[src/rtl/eth_pkg.sv]
// Shared Ethernet/IPv4 constants and the header-gate state type.
package eth_pkg;

  localparam logic [15:0] ETHERTYPE_IPV4 = 16'h0800;
  localparam logic [6:0]  MAC_HDR_BYTES  = 7'd14;
  localparam logic [3:0]  IPV4_MIN_IHL   = 4'd5;
  localparam logic [3:0]  IPV4_VERSION   = 4'd4;

  typedef enum logic [1:0] {DRAIN, IDLE, MAC, HDR} gate_state_e;

  // Header byte 0 is acceptable when version is 4 and IHL covers the fixed header.
  function automatic logic ipv4_byte0_ok(input logic [7:0] b);
    return (b[7:4] == IPV4_VERSION) && (b[3:0] >= IPV4_MIN_IHL);
  endfunction

endpackage

[src/rtl/ipv4_hdr_gate_byte_assembler.sv]
// Collects MSB-first N-bit beats into bytes; byte_valid marks the beat that completes a byte.
module byte_assembler #(
  parameter int N = 2,
  localparam int BPB = 8 / N,
  localparam int IDX_W = (BPB > 1) ? $clog2(BPB) : 1
) (
  input  logic             clk,
  input  logic             rst,
  input  logic             en,
  input  logic [N-1:0]     beat,
  output logic             byte_valid,
  output logic [7:0]       byte_data,
  output logic [IDX_W-1:0] beat_idx
);

  logic [IDX_W-1:0] idx_q, idx_d;
  logic [7:0]       acc_q, acc_d;
  logic             last_beat;

  assign last_beat = (idx_q == IDX_W'(BPB - 1));
  assign beat_idx  = idx_q;

  // byte_data includes the current beat, so the full byte is usable on the completing beat.
  always_comb begin
    byte_data  = (acc_q << N) | 8'(beat);
    byte_valid = en && last_beat;
    idx_d      = '0;
    acc_d      = acc_q;
    if (en) begin
      idx_d = last_beat ? '0 : idx_q + 1'b1;
      acc_d = byte_data;
    end
  end

  always_ff @(posedge clk) begin
    if (!rst) begin
      idx_q <= '0;
      acc_q <= '0;
    end else begin
      idx_q <= idx_d;
      acc_q <= acc_d;
    end
  end

endmodule

[src/rtl/ipv4_hdr_gate.sv]
// Skips the MAC header, checks for IPv4 and forwards exactly IHL*4 header bytes
// as one contiguous burst while capturing protocol and addresses.
module ipv4_hdr_gate
  import eth_pkg::*;
#(
  parameter int N = 2,
  localparam int BPB = 8 / N,
  localparam int IDX_W = (BPB > 1) ? $clog2(BPB) : 1
) (
  input  logic         clk,
  input  logic         rst,
  input  logic         axiiv,
  input  logic [N-1:0] axiid,
  output logic         axiov,
  output logic [N-1:0] axiod,
  output logic         hdr_done,
  output logic         hdr_err,
  output logic [3:0]   ihl,
  output logic [7:0]   protocol,
  output logic [31:0]  src_ip,
  output logic [31:0]  dst_ip
);

  gate_state_e state_q, state_d;
  logic [6:0]  byte_cnt_q, byte_cnt_d;
  logic [7:0]  etype_hi_q, etype_hi_d;
  logic        axiov_q, axiov_d;
  logic [N-1:0] axiod_q, axiod_d;
  logic        hdr_done_q, hdr_done_d;
  logic        hdr_err_q, hdr_err_d;
  logic [3:0]  ihl_q, ihl_d;
  logic [7:0]  protocol_q, protocol_d;
  logic [31:0] src_ip_q, src_ip_d;
  logic [31:0] dst_ip_q, dst_ip_d;

  logic             asm_en;
  logic             byte_valid;
  logic [7:0]       byte_data;
  logic [IDX_W-1:0] beat_idx_unused;
  logic [6:0]       hdr_last_byte;

  assign asm_en        = axiiv && (state_q != DRAIN);
  assign hdr_last_byte = {1'b0, ihl_q, 2'b00} - 7'd1;

  byte_assembler #(.N(N)) u_asm (
    .clk       (clk),
    .rst       (rst),
    .en        (asm_en),
    .beat      (axiid),
    .byte_valid(byte_valid),
    .byte_data (byte_data),
    .beat_idx  (beat_idx_unused)
  );

  always_comb begin
    state_d    = state_q;
    byte_cnt_d = byte_cnt_q;
    etype_hi_d = etype_hi_q;
    axiov_d    = 1'b0;
    axiod_d    = '0;
    hdr_done_d = 1'b0;
    hdr_err_d  = 1'b0;
    ihl_d      = ihl_q;
    protocol_d = protocol_q;
    src_ip_d   = src_ip_q;
    dst_ip_d   = dst_ip_q;

    // Byte counter indexes frame bytes in MAC and header bytes in HDR.
    if (state_q == DRAIN || state_q == IDLE) byte_cnt_d = '0;
    if (byte_valid) byte_cnt_d = byte_cnt_d + 7'd1;

    case (state_q)
      DRAIN: if (!axiiv) state_d = IDLE;
      IDLE:  if (axiiv) state_d = MAC;
      MAC: begin
        if (!axiiv) begin
          state_d = IDLE;
        end else if (byte_valid) begin
          if (byte_cnt_q == MAC_HDR_BYTES - 7'd2) etype_hi_d = byte_data;
          if (byte_cnt_q == MAC_HDR_BYTES - 7'd1) begin
            byte_cnt_d = '0;
            state_d    = ({etype_hi_q, byte_data} == ETHERTYPE_IPV4) ? HDR : DRAIN;
          end
        end
      end
      HDR: begin
        if (!axiiv) begin
          hdr_err_d = 1'b1;
          state_d   = IDLE;
        end else begin
          axiov_d = 1'b1;
          axiod_d = axiid;
          if (byte_valid) begin
            if (byte_cnt_q == 7'd0) begin
              if (!ipv4_byte0_ok(byte_data)) begin
                hdr_err_d = 1'b1;
                state_d   = DRAIN;
              end else begin
                ihl_d = byte_data[3:0];
              end
            end else if (byte_cnt_q == hdr_last_byte) begin
              hdr_done_d = 1'b1;
              state_d    = DRAIN;
            end
            if (byte_cnt_q == 7'd9) protocol_d = byte_data;
            if (byte_cnt_q >= 7'd12 && byte_cnt_q <= 7'd15) src_ip_d = {src_ip_q[23:0], byte_data};
            if (byte_cnt_q >= 7'd16 && byte_cnt_q <= 7'd19) dst_ip_d = {dst_ip_q[23:0], byte_data};
          end
        end
      end
      default: state_d = DRAIN;
    endcase
  end

  always_ff @(posedge clk) begin
    if (!rst) begin
      state_q    <= DRAIN;
      byte_cnt_q <= '0;
      etype_hi_q <= '0;
      axiov_q    <= 1'b0;
      axiod_q    <= '0;
      hdr_done_q <= 1'b0;
      hdr_err_q  <= 1'b0;
      ihl_q      <= '0;
      protocol_q <= '0;
      src_ip_q   <= '0;
      dst_ip_q   <= '0;
    end else begin
      state_q    <= state_d;
      byte_cnt_q <= byte_cnt_d;
      etype_hi_q <= etype_hi_d;
      axiov_q    <= axiov_d;
      axiod_q    <= axiod_d;
      hdr_done_q <= hdr_done_d;
      hdr_err_q  <= hdr_err_d;
      ihl_q      <= ihl_d;
      protocol_q <= protocol_d;
      src_ip_q   <= src_ip_d;
      dst_ip_q   <= dst_ip_d;
    end
  end

  assign axiov    = axiov_q;
  assign axiod    = axiod_q;
  assign hdr_done = hdr_done_q;
  assign hdr_err  = hdr_err_q;
  assign ihl      = ihl_q;
  assign protocol = protocol_q;
  assign src_ip   = src_ip_q;
  assign dst_ip   = dst_ip_q;

endmodule

[config.mk]
export PLATFORM = sky130hd
export DESIGN_NAME = ipv4_hdr_gate
export DESIGN_NICKNAME = d
export VERILOG_FILES = /design/src/rtl/eth_pkg.sv /design/src/rtl/ipv4_hdr_gate_byte_assembler.sv /design/src/rtl/ipv4_hdr_gate.sv
export SDC_FILE = /design/constraint.sdc
export NUM_CORES = 1
export LEC_CHECK = 0
export BUFFER_PORTS_ARGS = -buffer_cell sky130_fd_sc_hd__buf_2
export CAP_MARGIN = 5
export CELL_PAD_IN_SITES_DETAIL_PLACEMENT = 1
export CELL_PAD_IN_SITES_GLOBAL_PLACEMENT = 1
export CORE_ASPECT_RATIO = 0.6
export CORE_UTILIZATION = 44
export DETAILED_ROUTE_END_ITERATION = 6
export GPL_TIMING_DRIVEN = 0
export PLACE_DENSITY = 0.92
export SYNTH_ARGS = -nofsm -noshare
export SYNTH_HDL_FRONTEND = slang
export SYNTH_SLANG_ARGS = --single-unit
export TNS_END_PERCENT = 30
[constraint.sdc]
create_clock -name clk -period 3.1 [get_ports clk]
set_clock_uncertainty 0.05 [all_clocks]
set_input_delay 0.465 -clock clk [delete_from_list [all_inputs] [get_ports clk]]
set_output_delay 0.465 -clock clk [all_outputs]
set_load 0.005 [all_outputs]
# Word level (Yosys, flattened, before mapping)
# Index checks and enable logic that the tools add are counted.
# word_totals
ff_bits	106
out_inout_bits	81
in_bits	5
elab_cells	87
# classes
n_mux	24
addsub	3
bitwise	6
order_cmp	5
n_eq_ne	17
n_reduce_logical	19
# ops
cell	n
$mux 7	6
$mux 2	11
$eq 7x4->1 const B	3
$eq 16x12->1 const B	1
$reduce_and 4->1	4
$ne 3x3->1 const B	3
$ne 4x4->1 const B	2
$or 8x2->8	1
$pmux 2 s4	1
$add 7x1->7 const B	1
$eq 7x7->1	1
$ge 7x4->1 const B	1
$ge 7x5->1 const B	1
$le 7x4->1 const B	1
$le 7x5->1 const B	1
$logic_not 7->1	1
$reduce_and 7->1	1
$sub 6x1->7 const B	1
$eq 2x2->1 const B	3
$mux 1	6
$logic_and 1x1->1	5
$not 1->1	5
$reduce_and 5->1	1
$reduce_or 5->1	1
other kinds (11)	12

# Logic depth before layout (Yosys ltp)
# logic_depth
ltp_word	9
depth_mapped	9
ltp_nobuf	7

# Cells and area by module
# From an unflattened synthesis, not the netlist that was laid out.
# unflattened
cells_unflattened	484
area_unflattened_um2	4385.5
# by_module_without_submodules
module	instances	seq_area_each_um2	area_per_inst_um2	cells_per_inst
ipv4_hdr_gate	1	1961.9	4057.6	457
byte_assembler	1	160.2	327.8	27

# Worst setup path after synthesis
# Ideal clock, no wire load.
# synth_path
kind	in2reg
start	in axiiv
end	reg protocol_q[0], in the netlist protocol[0]
setup_ns	0.122
n_path_buf	2
path_slack_ns	1.319
arrival_time_ns	1.609
t_required_ns	2.928
cell_stages	7
path_cell_list	buf_2 > and3_1 > nand2_1 > or3_1 > clkbuf_1 > nand2_1 > a21boi_0
# synth_via
elab_chain_len	3
# synth_lines
element	line	rtl
start: declaration	ipv4_hdr_gate.sv:12	input logic axiiv,
$logic_and 1x1->1	ipv4_hdr_gate.sv:42	assign asm_en = axiiv && (state_q != DRAIN);
$logic_and 1x1->1	ipv4_hdr_gate_byte_assembler.sv:26	byte_valid = en && last_beat;
$reduce_and 4->1 (no line) (*)	--	
end signal: assignment	ipv4_hdr_gate.sv:137	protocol_q <= protocol_d;
end: declaration	ipv4_hdr_gate.sv:32	logic [7:0] protocol_q, protocol_d;
# Every way passes the cells marked *; elsewhere a longest branch is shown, timed or not.
# A chain may end at the register's enable or synchronous reset.

# Worst setup path after layout
# layout_path
start	reg ihl_q[0], in the netlist ihl[0]
end	reg state_q[1]
# layout_via
elab_chain_len	4
# layout_lines
element	line	rtl
start: declaration	ipv4_hdr_gate.sv:31	logic [3:0] ihl_q, ihl_d;
start signal: assignment	ipv4_hdr_gate.sv:136	ihl_q <= ihl_d;
$sub 6x1->7	ipv4_hdr_gate.sv:43	assign hdr_last_byte = {1'b0, ihl_q, 2'b00} - 7'd1;
$eq 7x7->1	ipv4_hdr_gate.sv:101	end else if (byte_cnt_q == hdr_last_byte) begin
$ne 4x4->1 (no line)	--	
$reduce_and 7->1 (no line)	--	
end signal: assignment	ipv4_hdr_gate.sv:129	state_q <= state_d;
end: declaration	ipv4_hdr_gate.sv:24	gate_state_e state_q, state_d;
# No other way between the ends.

==> results.cfg <==
[status]
outcome = complete, no violations

[setup_path]
critPathKind = reg -> reg
r2r_slack_ns = 0.86
worstPathArrival_ns = 2.41
rr_worst_depth = 7
cp.required_ns = 3.27
cp-end-kind = flop
worst-path-max-fanout = 6
r2r_end = state_q[1]$_SDFFE_PN0P_
regToRegStartpoint = ihl[0]$_SDFFE_PN0P_
crit_path_start_kind = flop

[worst_hold_path]
min_to = u_asm.beat_idx[0]$_SDFF_PP0_
hp-class = reg -> reg
hold_start = u_asm.beat_idx[0]$_SDFF_PP0_
whs_path_depth = 1

[sta]
fin_setup_tns_ns = 0
worst_pin_slew_ns = 0.816
setup_viol = 0
rsz0062_at_grt = false
fin_crit_ns = 2.24
drv_slew = 0
hold_viol = 0
max_clock_freq_mhz = 446
relSlewSlack = 0.450
finalCritPeriodShare = 0.723

[clock_tree]
cts_tree = done
cts.htree.levels = 3
clkLatencyLatePin_ns = 0.36
clkSlewWorstSetupHoldPaths_ns = 0.07
clock_path_buffers = 2
post_cts_buffers = 0
numClockSinks = 106
cts_buffers = 9
root_buffer = clkbuf_16
cts_hold_buf = 0
cts_resized = 0

[drt]
routedWlPerCell_um = 18.3
antenna_left = 0
routed_wl_um = 13500
drt-vias-per-instance = 5.42
drtIter0Drc = 223
vias = 3981
first_pass_iters = 4
remaining_drc_errors = 0

[job]
max_cap_viol_count = 0

[grt]
grt_pass1_vias = 4155
antenna_found_initial = 0
track_usage = 0.277
grt_pass1_wl_um = 21500
grt_start_max_net_pins = 20
grt_overflow = 0

[die]
die_h_um = 79.2
initial_utilization = 0.465
die-area_mm2 = 0.0103
die_x_um = 131
coreArea_mm2 = 0.00939
io_pins = 86
row_count = 27

[yosys]
synth_enable_flop_cells = 0
yosysSeqAreaShare = 0.486
synth-seq-cells = 106
ys_async_sr_fraction = 0
synth.distinct_cells = 42
ys.flop_type = dfxtp_1
avgSynthCellArea_um2 = 8.61
yosys_warnings = 0
syn_inst = 507
synth_area_mm2 = 0.00437
syn_nets = 515

[final_layout]
most-common-layout-cells = nand2_1, dfxtp_1, buf_2, a21boi_0, clkbuf_1
final_layout_size_suffix_gt1_frac = 0.197
diodes = 0
layout_commonest_cell = nand2_1
fin_util = 0.557
layout.nets = 607
stdcell_area_mm2 = 0.00523
syn_to_final_growth_pct = 19.7

[place]
dp_hpwl_um = 9680
place_area_mm2 = 0.00493
gp_congestion = 0.898
port_buffers = 81

[power_and_ir_drop]
ir_drop_uv = 274
powerDensity_mw_per_mm2 = 505
p_leak_uw = 0.00205
==> metrics by stage <==
| step | cells | hold WS (ns) | setup WS [ns] | power [uW] |
|---|---|---|---|---|
| finish | 734 | 0.392 | 0.858 | 2640 |
| CTS | 734 | 0.377 | 0.954 | 2640 |
| global route | 734 | 0.388 | 0.707 | 2710 |
| global placement | 718 | 0.363 | 1.00 | 1520 |
| floorplan | 507 | 0.354 | 1.32 | 1490 |
| detailed placement | 718 | 0.385 | 0.885 | 1520 |
==> where the power goes <==
part           total (uW)  switching [uW]  internal (uW)  leakage (uW)
sequential           1370            5.19           1370      0.000854
clock                1140             556            586      0.000146
combinational         124            82.6           41.2       0.00104
==> worst max path at each step <==
| stage | end | cells after the start | startpoint | slack (ns) |
|---|---|---|---|---|
| 2_1_floorplan | protocol[0]$_SDFFE_PN0P_ | 7 | axiiv | 1.32 |
| 3_3_place_gp | state_q[1]$_SDFFE_PN0P_ | 7 | ihl[0]$_SDFFE_PN0P_ | 1.00 |
| 3_5_place_dp | dst_ip[2]$_SDFFE_PN0P_ | 7 | axiiv | 0.89 |
| 4_1_cts | state_q[1]$_SDFFE_PN0P_ | 7 | ihl[0]$_SDFFE_PN0P_ | 0.95 |
| 5_1_grt | state_q[1]$_SDFFE_PN0P_ | 7 | ihl[0]$_SDFFE_PN0P_ | 0.71 |
| 6_report | state_q[1]$_SDFFE_PN0P_ | 7 | ihl[0]$_SDFFE_PN0P_ | 0.86 |
==> Yosys cell counts (3+ instances only) <==
library cell,instances,share of area
a21boi_0,66,0.11
a21boi_1,13,0.022
and2_1,6,0.0086
and3_1,7,0.010
buf_2,14,0.016
buf_4,3,0.0052
clkbuf_1,20,0.017
dfxtp_1,106,0.49
ha_1,3,0.0086
inv_1,4,0.0034
mux2i_1,13,0.030
nand2_1,168,0.14
nand3_1,7,0.0080
nor2_1,13,0.011
nor2b_1,12,0.017
nor3b_1,3,0.0052
nor4_1,5,0.0072
o31ai_1,3,0.0052
xnor2_1,7,0.014
xor2_1,4,0.0080
==> per-layer routing <==
metal | track usage | vias up | part of all wire
met3 | 0.0674 | 26 | 0.054
met5 | 0 | - | 0
met2 | 0.456 | 140 | 0.47
li1 | - | 1863 | -
met4 | 0.101 | 0 | 0.019
met1 | 0.352 | 1952 | 0.46
==> registers in the layout (all words and copies together) (netlist names), 2 cells and up <==
signal	count
dst_ip	32
src_ip	32
etype_hi_q	8
protocol	8
byte_cnt_q	7
u_asm.acc_q	6
ihl	4
axiod	2
state_q	2
u_asm.beat_idx	2
==> kinds of logic after synthesis <==
group | Yosys count | share of synthesized area
buffers and inverters | 41 | 0.0418
AOI/OAI and AO/OA | 95 | 0.162
adders and majority gates | 3 | 0.00860
muxes | 14 | 0.0324
and+or+nand+nor | 237 | 0.247
xor gates and xnor gates | 11 | 0.0221
DFF | 106 | 0.486
==> critical path: stages, from the launching register on <==
cell and delay, ns:
dfxtp_1 0.43, inv_1 0.07, ha_1 0.31, xnor2_1 0.13, nor4_1 0.57, o211ai_1 0.21, o22ai_1 0.22, a31oi_1 0.12
==> cell type report <==
type	count	area, um^2
buffer	37	168
multi-input combinational	360	2060
clock inverter	6	55.1
tap	130	163
inverter	4	15.0
timing repair buffer	81	405
sequential	106	2120
clock buffer	10	239
fill	1193	4160
No activity file was read; power rests on OpenSTA's default activity.
